### src/rtl/uart_led_link.sv
// -----------------------------------------------------------------------------
// uart_led_link
//   Serial front-end for the PMOD LED-array board. It contains two independent
//   paths that may be active at the same time:
//     * an 8N1 UART receiver that delivers bytes with a one-cycle valid strobe;
//     * a TM1640-style two-wire writer (LCLK/LDIN) that sends either a single
//       command byte or an address+data pair inside one START/STOP frame.
//
// Parameters
//   CLK_HZ    system clock frequency in Hz
//   BAUD      UART bit rate; CLKS_PER_BIT = CLK_HZ/BAUD (floor)
//   HALF_BIT  system clocks per half period of LCLK (minimum 2)
//
// Ports
//   CLK         system clock, rising edge
//   i_rst_n     asynchronous active-low reset
//   RX          UART line, idle high, asynchronous to CLK
//   o_rx_data   last received byte (held until the next byte)
//   o_rx_valid  one-cycle strobe, o_rx_data valid
//   i_valid     write request, sampled only while o_busy = 0
//   i_pos       address command byte, or 8'hFF for a command-only transfer
//   i_value     data / command byte
//   o_lclk      LED driver clock (idle high)
//   o_ldin      LED driver data  (idle high)
//   o_busy      writer busy
//
// Build option
//   UART_FRAME_CHECK_EN  when defined, a stop bit sampled low is a framing
//                        error: no strobe, data unchanged, and the receiver
//                        waits for RX high before re-arming.
// -----------------------------------------------------------------------------
module uart_led_link #(
  parameter int CLK_HZ   = 12_000_000,
  parameter int BAUD     = 115200,
  parameter int HALF_BIT = 6
) (
  input  logic       CLK,
  input  logic       i_rst_n,
  input  logic       RX,
  output logic [7:0] o_rx_data,
  output logic       o_rx_valid,
  input  logic       i_valid,
  input  logic [7:0] i_pos,
  input  logic [7:0] i_value,
  output logic       o_lclk,
  output logic       o_ldin,
  output logic       o_busy
);

  localparam int          CLKS_PER_BIT = CLK_HZ / BAUD;
  localparam logic [15:0] BIT_LAST     = 16'(CLKS_PER_BIT - 1);
  localparam logic [15:0] MID_LAST     = 16'(CLKS_PER_BIT / 2 - 1);
  localparam logic [15:0] HALF_LAST    = 16'(HALF_BIT - 1);

  // ---------------------------------------------------------------------------
  // Receive path
  // ---------------------------------------------------------------------------
  typedef enum logic [2:0] {
    RX_IDLE,
    RX_START,
    RX_DATA,
    RX_STOP,
    RX_WAIT_HIGH
  } rx_state_t;

  logic        rx_meta, rx_sync, rx_prev;
  logic        rx_fall;
  rx_state_t   rx_state, rx_state_d;
  logic [15:0] rx_cnt, rx_cnt_d;
  logic [2:0]  rx_bit, rx_bit_d;
  logic [7:0]  rx_shift, rx_shift_d;
  logic [7:0]  rx_data_d;
  logic        rx_valid_d;

  // Synchronizer and edge-detect history reset to the idle (high) line level
  // so that reset release never looks like a start edge.
  // NOTE: sequential state uses non-blocking (<=) so every flop samples the
  // pre-edge value of its neighbours; blocking here would collapse the chain.
  always_ff @(posedge CLK or negedge i_rst_n) begin
    if (!i_rst_n) begin
      rx_meta <= 1'b1;
      rx_sync <= 1'b1;
      rx_prev <= 1'b1;
    end else begin
      rx_meta <= RX;
      rx_sync <= rx_meta;
      rx_prev <= rx_sync;
    end
  end

  assign rx_fall = rx_prev & ~rx_sync;

  always_ff @(posedge CLK or negedge i_rst_n) begin
    if (!i_rst_n) begin
      rx_state   <= RX_IDLE;
      rx_cnt     <= '0;
      rx_bit     <= '0;
      rx_shift   <= '0;
      o_rx_data  <= '0;
      o_rx_valid <= 1'b0;
    end else begin
      rx_state   <= rx_state_d;
      rx_cnt     <= rx_cnt_d;
      rx_bit     <= rx_bit_d;
      rx_shift   <= rx_shift_d;
      o_rx_data  <= rx_data_d;
      o_rx_valid <= rx_valid_d;
    end
  end

  // NOTE: every signal assigned here gets a default first, so no path can
  // leave one unassigned and infer a latch.
  always_comb begin
    rx_state_d = rx_state;
    rx_cnt_d   = rx_cnt + 16'd1;
    rx_bit_d   = rx_bit;
    rx_shift_d = rx_shift;
    rx_data_d  = o_rx_data;
    rx_valid_d = 1'b0;

    case (rx_state)
      RX_IDLE: begin
        rx_cnt_d = '0;
        if (rx_fall) rx_state_d = RX_START;
      end

      // Re-sample at mid start bit; a high line means the edge was a glitch.
      RX_START: begin
        if (rx_cnt == MID_LAST) begin
          rx_cnt_d   = '0;
          rx_bit_d   = '0;
          rx_state_d = rx_sync ? RX_IDLE : RX_DATA;
        end
      end

      RX_DATA: begin
        if (rx_cnt == BIT_LAST) begin
          rx_cnt_d   = '0;
          rx_shift_d = {rx_sync, rx_shift[7:1]};
          rx_bit_d   = rx_bit + 3'd1;
          if (rx_bit == 3'd7) rx_state_d = RX_STOP;
        end
      end

      // Leave at stop-bit mid-point so a start bit that follows immediately
      // is still caught by the edge detector.
      RX_STOP: begin
        if (rx_cnt == BIT_LAST) begin
          rx_cnt_d = '0;
`ifdef UART_FRAME_CHECK_EN
          if (rx_sync) begin
            rx_data_d  = rx_shift;
            rx_valid_d = 1'b1;
            rx_state_d = RX_IDLE;
          end else begin
            rx_state_d = RX_WAIT_HIGH;
          end
`else
          rx_data_d  = rx_shift;
          rx_valid_d = 1'b1;
          rx_state_d = RX_IDLE;
`endif
        end
      end

      RX_WAIT_HIGH: begin
        rx_cnt_d = '0;
        if (rx_sync) rx_state_d = RX_IDLE;
      end

      default: rx_state_d = RX_IDLE;
    endcase
  end

  // ---------------------------------------------------------------------------
  // Transmit path (two-wire writer)
  //   Each state lasts HALF_BIT clocks. SETUP + START form the START condition,
  //   BIT_LO/BIT_HI carry one bit, STOP_LO/STOP_HI/STOP_END form STOP.
  // ---------------------------------------------------------------------------
  typedef enum logic [2:0] {
    W_IDLE,
    W_SETUP,
    W_START,
    W_BIT_LO,
    W_BIT_HI,
    W_STOP_LO,
    W_STOP_HI,
    W_STOP_END
  } wr_state_t;

  wr_state_t   wr_state, wr_state_d;
  logic [15:0] wr_cnt, wr_cnt_d;
  logic [2:0]  wr_bit, wr_bit_d;
  logic [7:0]  wr_shift, wr_shift_d;
  logic [7:0]  wr_value, wr_value_d;
  logic        wr_second, wr_second_d;
  logic        lclk_d, ldin_d, busy_d;
  logic        phase_end;

  assign phase_end = (wr_cnt == HALF_LAST);

  always_ff @(posedge CLK or negedge i_rst_n) begin
    if (!i_rst_n) begin
      wr_state  <= W_IDLE;
      wr_cnt    <= '0;
      wr_bit    <= '0;
      wr_shift  <= '0;
      wr_value  <= '0;
      wr_second <= 1'b0;
      o_lclk    <= 1'b1;
      o_ldin    <= 1'b1;
      o_busy    <= 1'b0;
    end else begin
      wr_state  <= wr_state_d;
      wr_cnt    <= wr_cnt_d;
      wr_bit    <= wr_bit_d;
      wr_shift  <= wr_shift_d;
      wr_value  <= wr_value_d;
      wr_second <= wr_second_d;
      o_lclk    <= lclk_d;
      o_ldin    <= ldin_d;
      o_busy    <= busy_d;
    end
  end

  always_comb begin
    wr_state_d  = wr_state;
    wr_cnt_d    = phase_end ? 16'd0 : wr_cnt + 16'd1;
    wr_bit_d    = wr_bit;
    wr_shift_d  = wr_shift;
    wr_value_d  = wr_value;
    wr_second_d = wr_second;
    lclk_d      = o_lclk;
    ldin_d      = o_ldin;
    busy_d      = o_busy;

    case (wr_state)
      W_IDLE: begin
        wr_cnt_d = '0;
        if (i_valid) begin
          wr_shift_d  = (i_pos == 8'hFF) ? i_value : i_pos;
          wr_value_d  = i_value;
          wr_second_d = (i_pos != 8'hFF);
          wr_bit_d    = '0;
          busy_d      = 1'b1;
          wr_state_d  = W_SETUP;
        end
      end

      // Both lines high for one half period, then LDIN falls with LCLK high.
      W_SETUP: begin
        if (phase_end) begin
          ldin_d     = 1'b0;
          wr_state_d = W_START;
        end
      end

      W_START: begin
        if (phase_end) begin
          lclk_d     = 1'b0;
          wr_state_d = W_BIT_LO;
        end
      end

      // LDIN is updated one clock after LCLK fell, so it never moves on an
      // LCLK edge (this relies on HALF_BIT >= 2).
      W_BIT_LO: begin
        if (wr_cnt == 16'd0) ldin_d = wr_shift[0];
        if (phase_end) begin
          lclk_d     = 1'b1;
          wr_state_d = W_BIT_HI;
        end
      end

      W_BIT_HI: begin
        if (phase_end) begin
          lclk_d = 1'b0;
          if (wr_bit == 3'd7) begin
            wr_bit_d = '0;
            if (wr_second) begin
              wr_shift_d  = wr_value;
              wr_second_d = 1'b0;
              wr_state_d  = W_BIT_LO;
            end else begin
              wr_state_d = W_STOP_LO;
            end
          end else begin
            wr_shift_d = {1'b0, wr_shift[7:1]};
            wr_bit_d   = wr_bit + 3'd1;
            wr_state_d = W_BIT_LO;
          end
        end
      end

      W_STOP_LO: begin
        if (wr_cnt == 16'd0) ldin_d = 1'b0;
        if (phase_end) begin
          lclk_d     = 1'b1;
          wr_state_d = W_STOP_HI;
        end
      end

      // LDIN rises while LCLK is high: the STOP condition.
      W_STOP_HI: begin
        if (phase_end) begin
          ldin_d     = 1'b1;
          wr_state_d = W_STOP_END;
        end
      end

      W_STOP_END: begin
        if (phase_end) begin
          busy_d     = 1'b0;
          wr_state_d = W_IDLE;
        end
      end

      default: wr_state_d = W_IDLE;
    endcase
  end

endmodule

### config.mk
export PLATFORM = sky130hd
export DESIGN_NAME = uart_led_link
export DESIGN_NICKNAME = d
export VERILOG_FILES = /design/src/rtl/uart_led_link.sv
export SDC_FILE = /design/constraint.sdc
export NUM_CORES = 1
export LEC_CHECK = 0
export BUFFER_PORTS_ARGS = -buffer_cell sky130_fd_sc_hd__buf_2
export CAP_MARGIN = 20
export CORE_ASPECT_RATIO = 2
export CORE_MARGIN = 10
export CORE_UTILIZATION = 55
export DETAILED_ROUTE_END_ITERATION = 12
export HOLD_SLACK_MARGIN = 0.05
export PLACE_DENSITY = 0.84
export REMOVE_ABC_BUFFERS = 1
export SKIP_CTS_REPAIR_TIMING = 1
export SYNTH_ARGS = -nofsm -noshare
export SYNTH_HDL_FRONTEND = slang
export SYNTH_SLANG_ARGS = --single-unit
### constraint.sdc
create_clock -name CLK -period 2.15 [get_ports CLK]
set_input_delay 0.215 -clock CLK [delete_from_list [all_inputs] [get_ports CLK]]
set_output_delay 0.215 -clock CLK [all_outputs]
set_load 0.05 [all_outputs]
### Word level (Yosys, flattened, before mapping)

Cells that the tools add are included.
W data, S select, Z words.

* $add $sub $neg: 4
* $mul: 0
* div/mod/pow operators: 0
* multiplexer cells: 51
* equal/unequal tests: 38
* shifts and indexed selects: 0
* magnitude comparators: 0
* reductions and logical operators: 24
* bitwise operators: 2

Operators by type and width (count)
* $mux W16: 4
* $mux W3: 21
* $pmux W16 S3: 1
* $mux W8: 5
* $ne A2 B2 Y1 const B: 17
* $add A16 B1 Y16 const B: 2
* $pmux W3 S8: 1
* $eq A3 B3 Y1 const B: 7
* $eq A16 B3 Y1 const B: 1
* $eq A16 B6 Y1 const B: 1
* $eq A16 B7 Y1 const B: 1
* $logic_not A16 Y1: 1
* $pmux W8 S2: 1
* $pmux W3 S5: 1
* $eq A3 B2 Y1 const B: 4
* $pmux W3 S2: 2
* $reduce_and A3 Y1: 4
* $mux W1: 10
* $eq A8 B8 Y1 const B: 1
* $ne A8 B8 Y1 const B: 1
* $reduce_and A4 Y1: 2
* $reduce_and A8 Y1: 1
* $reduce_bool A2 Y1: 4
* $reduce_or A2 Y1: 4
* other kinds (14): 22

* input bits: 20
* bits in latches: 0
* RAM bits: 0
* output and inout bits: 12
* bits in registers: 84
* memories kept: 0
* word-level logic and storage cells: 137
* memory bits (read-only): 0

### Longest topological paths before layout

* word-level depth: 4
* mapped depth: 7
* mapped depth without buffers: 6

### Worst setup path before layout

No wires, ideal clock.

* kind: register to register
* start point: reg wr_bit[0]
* end point: reg wr_shift[0]
* library setup time: 0.125 ns
* cell stages (with the launch flop): 7
* arrival: 1.799 ns
* buffers on the path: 0
* required time: 2.025 ns
* path slack: 0.226 ns
* cells stage by stage: dfrtp_1 -> ha_1 -> ha_1 -> nor2b_1 -> a2111oi_4 -> o21ai_4 -> mux2_4

* cells in the longest elaborated chain, start to end: 4
* elaborated cells on any way between the ends: 6
* classes of those cells: eq/ne (2); mux (3); reduce/logical (1)

Ends and longest elaborated chain
* start: declaration: line 193 `logic [2:0] wr_bit, wr_bit_d;`
* start signal: assignment: line 216 `wr_bit <= wr_bit_d;`
* $eq A3 B3 Y1 (*): line 278 `if (wr_bit == 3'd7) begin`
* $mux W8: line 278
* $mux W8: line 276 `if (phase_end) begin`
* $pmux W8 S2: line 237 `case (wr_state)`
* end signal: assignment: line 217 `wr_shift <= wr_shift_d;`
* end: declaration: line 194 `logic [7:0] wr_shift, wr_shift_d;`

Mark *: on every way between the ends. The rest lies on a longest branch, timed or not. The select of a mux whose other input is x is not followed.
A chain may end at the register's enable or synchronous reset.

### Final worst setup path

* start point: reg rx_cnt[8]
* end point: reg rx_shift[2]

* cells in the longest elaborated chain, start to end: 2

Ends and longest elaborated chain
* start: declaration: line 69 `logic [15:0] rx_cnt, rx_cnt_d;`
* start signal: assignment: line 103 `rx_cnt <= rx_cnt_d;`
* $eq A16 B7 Y1: line 137 `if (rx_cnt == BIT_LAST) begin`
* $reduce_and A2 Y1 (no source line)
* end signal: assignment: line 105 `rx_shift <= rx_shift_d;`
* end: declaration: line 71 `logic [7:0] rx_shift, rx_shift_d;`

Every way passes these cells.

==> reports/results.ini <==
[setup_path]
startpoint_type = flop
path_max_fanout = 11
crit_type = flop to flop
worstPathRequired_ns = 2.36
end_kind = flop
cp.arrival_ns = 2.24

[global_routing]
grt_max_degree = 84
grt_pass1_wl_um = 13720
grt_antenna_before_repair = 0
first_global_vias = 3049
overflow = 0
grtUsageTotal_pct = 14.78

[placed_design]
port_buffers = 31
gp_congestion = 0.8150
hpwl_um = 5785
pre_cts_ws_ns = 0.06716

[layout]
final_cell_mix = dfrtp_1 (78), nor2_1 (37), buf_2 (30)
final_common_cell = dfrtp_1
area.growth.synth_to_final_pct = 15.00
fin_nets = 436
drive_gt1_share_pct = 22.09
antennaDiodeCount = 0

[yosys]
synth.largest_area_cell = dfrtp_1
synth_seq_area_share_pct = 50.15
ys.flop_type = dfrtp_1
synth_cell_types = 56
syn_avg_cell_area_um2 = 11.41
synth-edff-count = 0
synth_top_area_share_pct = 46.99
yosys-top-cells-area = dfrtp_1 (47%), mux2_1 (4.6%), xnor2_1 (4.0%), nor2_1 (3.3%), dfstp_2 (3.2%)
syn_area_um2 = 4154
yosys_register_bits = 83
ys_warn_count = 0
netlist_instances = 364
async_flop_share_pct = 100.0

[pwr]
powerDensity_nw_per_um2 = 725.7
p_seq_share_pct = 49.3
ir_worst_vdd_mv = 0.6321
p_clk_share_pct = 43.6
p_comb_share_pct = 7.1
p_sw_share_pct = 22.91
netSwitchingPower_uw = 794.3
p_leak_uw = 0.002127
power_uw = 3467
internal_power_uw = 2672

[clock_network]
clk_path_buf_depth = 2
tritoncts = yes
worstSkewPairLatency_ns = 0.34
clk_pin_slew_worst_paths_ns = 0.06
ctsHtreeMaxLevel = 3
cts_buffers = 9
cts_num_sinks = 83
cts-root-buf = clkbuf_16

[floorplanning]
die_area_um2 = 11640
die_x_um = 81.45
fp.coreArea_um2 = 7322
die_h_um = 142.9
initial_core_util_pct = 56.73
fp-row-count = 44
ios = 32

[sta]
finalClockSkew_ns = 0.007002
whs_ns = 0.1286
hold_violations = 0
tns_ns = 0
setup_ws_ns = 0.1260
relSlewSlack_pct = 66.27
finalCriticalPeriod_ns = 2.024
tightest_slew_ns = 0.5060
setup_violations = 0
drv_slew = 0
fmax_ghz = 0.4941
fin_crit_sh_pct = 94.14
rsz0062_at_grt = false

[min_path]
hp-class = input port to flop

[routing]
wl_per_cell_um = 16.30
routed_wl_um = 8217
via_per_inst = 5.917
drc = 0
first_pass_iters = 4
detail_route.iter0.violations = 170
dr_total_vias = 2982
ant_nets = 0

[run]
maxCapViolCount = 0

[run_status]
status = finished clean

## cells in the mapped netlist, types with 3 or more instances
cell type  count
o211ai_1       3
nor4_2         4
nor2_1        37
inv_1         13
mux2_4         8
o311ai_0       5
o31ai_1        3
dfstp_2        5
nand4_1       11
mux2_2         8
or3b_1         3
nor3_1         7
mux2_1        17
and4_1         3
nor3b_1        3
clkbuf_1       5
xor2_1         8
ha_1           9
buf_4          4
xnor2_1       19
o21ai_0       14
nand2_1       17
mux2i_1       11
a21oi_1        5
dfrtp_1       78
nand2b_1       3
nand3_1       16
nor4b_1        3
o22ai_1        3
a22o_1         3
nor4_1         5
## power groups by stage
stage	logic (uW)	registers, uW	clock network (uW)
global placement	230	1730	0
floorplan	147	1720	0
CTS	243	1700	1550
global route	283	1720	1610
finish	246	1710	1510
detailed placement	242	1730	0
## path summary, 6_finish.rpt
path                                           from                        to  slack (ns)  depth (start not counted)
worst min-delay path                     i_value[7]   wr_value[7]$_DFFE_PN0P_        0.13                          2
worst max-delay path            rx_cnt[8]$_DFF_PN0_   rx_shift[2]$_DFFE_PN0P_        0.13                          5
min in group asynchronous                   i_rst_n  o_rx_data[2]$_DFFE_PN0P_        0.44                          3
worst max register to register  rx_cnt[8]$_DFF_PN0_   rx_shift[2]$_DFFE_PN0P_        0.13                          5
worst min register to register    rx_meta$_DFF_PN1_         rx_sync$_DFF_PN1_        0.37                          0
max in group asynchronous                   i_rst_n        o_ldin$_DFFE_PN1P_        1.34                          3
## sequential cells by signal (all words and copies together), names as in the netlist
| name | flops |
|---|---|
| o_busy | 1 |
| o_lclk | 1 |
| o_ldin | 1 |
| o_rx_data | 8 |
| o_rx_valid | 1 |
| rx_bit | 3 |
| rx_cnt | 16 |
| rx_meta | 1 |
| rx_prev | 1 |
| rx_shift | 8 |
| rx_state | 2 |
| rx_sync | 1 |
| wr_bit | 3 |
| wr_cnt | 16 |
| wr_second | 1 |
| wr_shift | 8 |
| wr_state | 3 |
| wr_value | 8 |
## layout make-up
type	count	area (um^2)
Fill cell	548	2545
Inverter	13	48.80
Sequential cell	83	2083
Timing Repair Buffer	43	265.3
Clock buffer	12	246.5
Multi-Input combinational cell	257	1968
Clock inverter	4	50.05
Tap cell	92	115.1
## through the flow
| stage | util [%] | cell area (um^2) | cells |
|---|---|---|---|
| after floorplan | - | 4095 | 353 |
| after global placement | 60.85 | 4456 | 486 |
| after detailed placement | 60.85 | 4456 | 486 |
| after CTS | 64.90 | 4752 | 502 |
| after global routing | 65.24 | 4777 | 504 |
| final | 65.24 | 4777 | 504 |
## worst max-delay path, cell delays in order (launching register included)
cell,delay [ns]
dfrtp_1,0.45
nor4_2,0.43
nand4_2,0.28
nor3_2,0.17
buf_4,0.23
mux2_1,0.34
## metal layers
| layer | up-vias | routed length, um | global-route usage, % |
|---|---|---|---|
| met3 | 14 | 330 | 3.459 |
| li1 | 1406 | - | - |
| met1 | 1496 | 3130 | 15.42 |
| met4 | 0 | 150 | 8.066 |
| met2 | 66 | 4607 | 25.97 |
| met5 | - | 0 | 0 |
## cell families (layout without fill, tap and decap cells)
| logic type | count (synthesis) | after routing | share of synthesized area [%] |
|---|---|---|---|
| AOI/OAI and AO/OA | 49 | 49 | 8.916 |
| muxes | 44 | 44 | 12.32 |
| buffers and inverters | 24 | 72 | 2.591 |
| xor gates and xnor gates | 27 | 27 | 5.693 |
| adders and majority gates | 9 | 9 | 2.711 |
| and+or+nand+nor | 128 | 128 | 17.62 |
| DFF | 83 | 83 | 50.15 |
Note: power is estimated with default switching activity, not from simulation.
